<file path="config.mk">
export PLATFORM = sky130hd
export DESIGN_NAME = inst_fetch
export DESIGN_NICKNAME = d
export VERILOG_FILES = /design/src/rtl/inst_fetch.sv
export SDC_FILE = /design/constraint.sdc
export NUM_CORES = 1
export LEC_CHECK = 0
export CAP_MARGIN = 0
export CORE_UTILIZATION = 30
export DETAILED_ROUTE_END_ITERATION = 6
export SLEW_MARGIN = 20
export SYNTH_ARGS = -nofsm -noshare
export SYNTH_HDL_FRONTEND = slang
export SYNTH_SLANG_ARGS = --single-unit
</file>
<file path="constraint.sdc">
create_clock -name clk -period 2.9 [get_ports clk]
set_input_delay 0.29 -clock clk [delete_from_list [all_inputs] [get_ports clk]]
set_output_delay 0.29 -clock clk [all_outputs]
set_load 0.02 [all_outputs]
</file>
<file path="src/rtl/inst_fetch.sv">
// Instruction fetch: PC, single in-flight ROM read tracking, 2-entry {inst, pc} FIFO to decode.
// Define FETCH_ADDR_CHECK_EN to compile in the misaligned / out-of-ROM fetch-address fault.
module inst_fetch #(
  parameter int unsigned       ADDR_W   = 8,
  parameter logic [ADDR_W-1:0] RESET_PC = '0,
  parameter logic [ADDR_W-1:0] ROM_LAST = ADDR_W'('h48),
  localparam int unsigned      INST_W   = 32
) (
  input  logic              clk,
  input  logic              rst_n,
  output logic [ADDR_W-1:0] romAddr,
  input  logic [INST_W-1:0] romInst,
  input  logic              redirectValid,
  input  logic [ADDR_W-1:0] redirectTarget,
  output logic              instValid,
  input  logic              instReady,
  output logic [INST_W-1:0] instOut,
  output logic [ADDR_W-1:0] instPc,
  output logic              fault
);

  logic [ADDR_W-1:0] pc;
  logic              inflight;
  logic [ADDR_W-1:0] inflight_pc;
  logic [1:0]        count;
  logic [INST_W-1:0] head_inst, tail_inst;
  logic [ADDR_W-1:0] head_pc, tail_pc;
  logic              fault_q;

  logic       deq, push, can_issue, issue, set_fault;
  logic [2:0] occ;

  // Issue / push / fault decisions for this edge
  always_comb begin
    deq       = (count != 2'd0) && instReady;
    push      = inflight && !redirectValid;
    occ       = 3'(count) + 3'(inflight) - 3'(deq);
    can_issue = !redirectValid && !fault_q && (occ < 3'd2);
    issue     = can_issue;
    set_fault = 1'b0;
`ifdef FETCH_ADDR_CHECK_EN
    if ((pc[1:0] != 2'b00) || (pc > ROM_LAST)) begin
      issue     = 1'b0;
      set_fault = can_issue;
    end
`endif
  end

  // PC and in-flight read tracking
  always_ff @(posedge clk or negedge rst_n) begin
    if (!rst_n) begin
      pc          <= RESET_PC;
      inflight    <= 1'b0;
      inflight_pc <= '0;
    end else if (redirectValid) begin
      pc       <= redirectTarget;
      inflight <= 1'b0;
    end else if (issue) begin
      pc          <= pc + ADDR_W'(4);
      inflight    <= 1'b1;
      inflight_pc <= pc;
    end else begin
      inflight <= 1'b0;
    end
  end

  // Shift-style FIFO: the head registers feed decode directly and keep their value when empty
  always_ff @(posedge clk or negedge rst_n) begin
    if (!rst_n) begin
      count     <= 2'd0;
      head_inst <= '0;
      head_pc   <= '0;
      tail_inst <= '0;
      tail_pc   <= '0;
    end else if (redirectValid) begin
      count <= 2'd0;
    end else begin
      count <= count + {1'b0, push} - {1'b0, deq};
      if (deq) begin
        if (count == 2'd2) begin
          head_inst <= tail_inst;
          head_pc   <= tail_pc;
          if (push) begin
            tail_inst <= romInst;
            tail_pc   <= inflight_pc;
          end
        end else if (push) begin
          head_inst <= romInst;
          head_pc   <= inflight_pc;
        end
      end else if (push) begin
        if (count == 2'd0) begin
          head_inst <= romInst;
          head_pc   <= inflight_pc;
        end else begin
          tail_inst <= romInst;
          tail_pc   <= inflight_pc;
        end
      end
    end
  end

`ifdef FETCH_ADDR_CHECK_EN
  always_ff @(posedge clk or negedge rst_n) begin
    if (!rst_n)             fault_q <= 1'b0;
    else if (redirectValid) fault_q <= 1'b0;
    else if (set_fault)     fault_q <= 1'b1;
  end
`else
  logic unused_rom_last;
  assign fault_q         = 1'b0;
  assign unused_rom_last = ^{ROM_LAST, set_fault};
`endif

  // The issue rule must keep a push from ever landing on a full FIFO
  assert property (@(posedge clk) disable iff (!rst_n) !(push && (count == 2'd2) && !deq));

  assign romAddr   = pc;
  assign instValid = (count != 2'd0);
  assign instOut   = head_inst;
  assign instPc    = head_pc;
  assign fault     = fault_q;

endmodule

</file>
==> run summary, run 1 <==
YS warnings = 0
Sequential area share after synthesis = 52.26%
Vias/cell = 4.320
Vias in the first global route = 2873
First-pass GRT wire length = 14760 um
Grt total ovfl = 0
R2R Path End = inflight_pc[3]$_DFFE_PN0P_
Starting density of the core = 30.96%
DR iter-0 viols = 66
Area Overhead vs Synth = 30.14%
Worst EP required = 3130 ps
Drt drc = 0
Via count = 2635
Final ANT Viol Nets = 0
Setup CP Type = flip-flop to flip-flop
Per-cell routed wire length = 14.32 um
LEAKAGE = 2.695 nW
Count of different cell masters after synthesis = 33
Most frequent cells in the layout = 99 x dfrtp_1, 91 x clkdlybuf4s50_1, 74 x mux2_4
Hold Vio Cnt, Final = 0
Final slew viol count = 0
Layout cells sized above 1 = 39.10%
Reg-to-Reg Start = count[1]$_DFF_PN0_
Io pins = 94
Port Buffers = 92
Clock Latency Late Sink = 340 ps
Largest net degree at the start of global routing = 59
Period utilization = 88.72%
Post-route setup TNS = 0 ps
Initial antenna violation count = 0
Crit path time final = 2573 ps
Relative slew slack = 48.68%
Drt pass-1 iters = 4
Most common cell after layout, fill and taps aside = dfrtp_1
Synthesized net count = 347
Ant. Diodes = 0
RSZ-0062 raised after global routing = false
Routed wire length = 8736 um
Critical path capture point type = flip-flop
Syn avg cell area = 15.86 um^2
Fin nets = 442
Max Cap Viol = 0
Num Clock Sinks = 99
Worst VDD drop = 0.3974 mV
Post_cts resized = 0
CP startpoint kind = flip-flop
GPL Wtd Cong = 0.7338
WHS = 10.46 ps
Critical path arrival = 2800 ps
Detailed placement HPWL = 5964 um
Die X = 127.7 um
Die Area = 16310 um^2
F_max = 388.7 MHz
Cts bufs inserted = 9
Hold-fix buffers, CTS = 0
CTS tree = done
Clock skew = 5.884 ps
Core area = 15310 um^2
Root Buffer Master = clkbuf_16
Die H = 127.7 um
CTS H-tree depth = 3
Cells after synthesis = 299
# rows = 45
PD cells = 1026 nW/um^2
Max Root-Sink Buffers = 2
Setup violations, final = 0
R2R Setup Slk = 330 ps
Synth Register Bits = 99
Cell count of the worst reg-to-reg path = 8
Setup repair bufs after CTS = 0
Status = complete, no violations
Mapped Area = 4741 um^2
Worst slew pin tran = 769.8 ps
Worst-path clk slew = 60 ps
HP Class = input port to asynchronous set/reset pin
Total track usage = 11.82%
Critical path peak fanout = 9
layer usage:
metal	global-route usage (%)	routed length (um)	vias up
met2	17.84	3963	69
met1	16.09	4271	1316
met5	0	0	-
met3	3.798	404	8
li1	-	-	1242
met4	3.737	97	0
worst max-delay path: stages (launching register included):
cell	delay (ps)
dfrtp_1	460
nor2b_4	220
and2_4	170
o21ai_0	100
fa_1	390
xor2_1	200
nand2b_4	190
nor2_2	340
mux2_2	380
cells in the mapped netlist (all sizes together):
| cell type | instances | share of area (%) |
|---|---|---|
| nand4 | 1 | 0.13 |
| mux2i | 3 | 0.63 |
| buf | 15 | 3.0 |
| nand2b | 3 | 0.55 |
| and2 | 1 | 0.18 |
| clkbuf | 1 | 0.079 |
| xor2 | 3 | 0.55 |
| nor3 | 3 | 0.42 |
| o21ai | 8 | 0.92 |
| a211oi | 1 | 0.42 |
| nor2 | 5 | 0.45 |
| xnor2 | 4 | 0.74 |
| dfrtp | 99 | 52 |
| mux2 | 128 | 36 |
| inv | 2 | 0.16 |
| nor2b | 3 | 0.55 |
| a21oi | 2 | 0.21 |
| and4bb | 1 | 0.26 |
| ha | 3 | 0.79 |
| conb | 1 | 0.079 |
| fa | 1 | 0.42 |
| nand2 | 11 | 0.87 |
worst max path at each step:
stage / cells after the start / from / to / slack, ps
6_report: 8 / count[1]$_DFF_PN0_ / inflight_pc[3]$_DFFE_PN0P_ / 330
5_1_grt: 8 / count[1]$_DFF_PN0_ / inflight_pc[3]$_DFFE_PN0P_ / 140
4_1_cts: 8 / count[1]$_DFF_PN0_ / inflight_pc[3]$_DFFE_PN0P_ / 280
3_5_place_dp: 8 / instReady / inflight_pc[3]$_DFFE_PN0P_ / 40
3_3_place_gp: 8 / instReady / inflight_pc[7]$_DFFE_PN0P_ / 110
2_1_floorplan: 10 / count[1]$_DFF_PN0_ / inflight_pc[0]$_DFFE_PN0P_ / 250
stage by stage:
step | std cells | worst slack (ps) | utilization (%) | cell area, um^2 | power (mW)
CTS | 610 | 279.1 | 40.29 | 6170 | 6.444
global placement | 594 | 113.8 | 38.23 | 5854 | 5.068
global route | 610 | 135.8 | 40.29 | 6170 | 6.734
floorplan | 299 | 251.9 | - | 4741 | 4.159
finish | 610 | 327.3 | 40.29 | 6170 | 6.332
detailed placement | 594 | 41.85 | 38.23 | 5854 | 5.141
flip-flops by register name, indices dropped and copies added, names as in the netlist:
register / count
tail_inst: 32
instOut: 32
instPc: 8
romAddr: 8
count: 2
inflight: 1
tail_pc: 8
inflight_pc: 8
final cells by class:
type	instances	area (um^2)
clock buffer	13	270.3
sequential	99	2477
multi-input combinational	182	2115
timing repair buffer	100	991.0
clock inverter	3	45.04
tap	211	264.0
inverter	2	7.507
fill	1464	9145
where the power goes:
group / internal [mW] / switching [mW]
Combinational: 1.60 / 1.05
Sequential: 2.02 / 0.407
Clock: 0.740 / 0.513
kinds of logic (layout without fill, tap and decap cells):
group                      after synthesis  after routing  share of synthesized area (%)
muxes                                  131            131                          36.90
other                                    1              1                        0.07910
xor gates and xnor gates                 7              7                          1.293
adders and majority gates                4              4                          1.214
AOI/OAI and AO/OA                       11             11                          1.557
buffers and inverters                   18            118                          3.272
DFF                                     99             99                          52.26
and+or+nand+nor                         28             28                          3.431
(Power assumes the default switching activity.)
==> run 2: changes to the inputs <==
--- a/config.mk
+++ b/config.mk
@@ -7,6 +7,7 @@
 export LEC_CHECK = 0
 export CAP_MARGIN = 0
 export CORE_UTILIZATION = 30
+export CTS_CLUSTER_SIZE = 16
 export DETAILED_ROUTE_END_ITERATION = 6
 export SLEW_MARGIN = 20
 export SYNTH_ARGS = -nofsm -noshare
==> results of run 2 <==
Final layout, timing and power as in run 1 (identical DEF).
==> run 3: changes to the inputs <==
--- a/config.mk
+++ b/config.mk
@@ -7,7 +7,7 @@
 export LEC_CHECK = 0
 export CAP_MARGIN = 0
 export CORE_UTILIZATION = 30
-export CTS_CLUSTER_SIZE = 16
+export CTS_CLUSTER_SIZE = 25
 export DETAILED_ROUTE_END_ITERATION = 6
 export SLEW_MARGIN = 20
 export SYNTH_ARGS = -nofsm -noshare
==> results of run 3 <==
Final layout, timing and power as in run 1 (identical DEF).
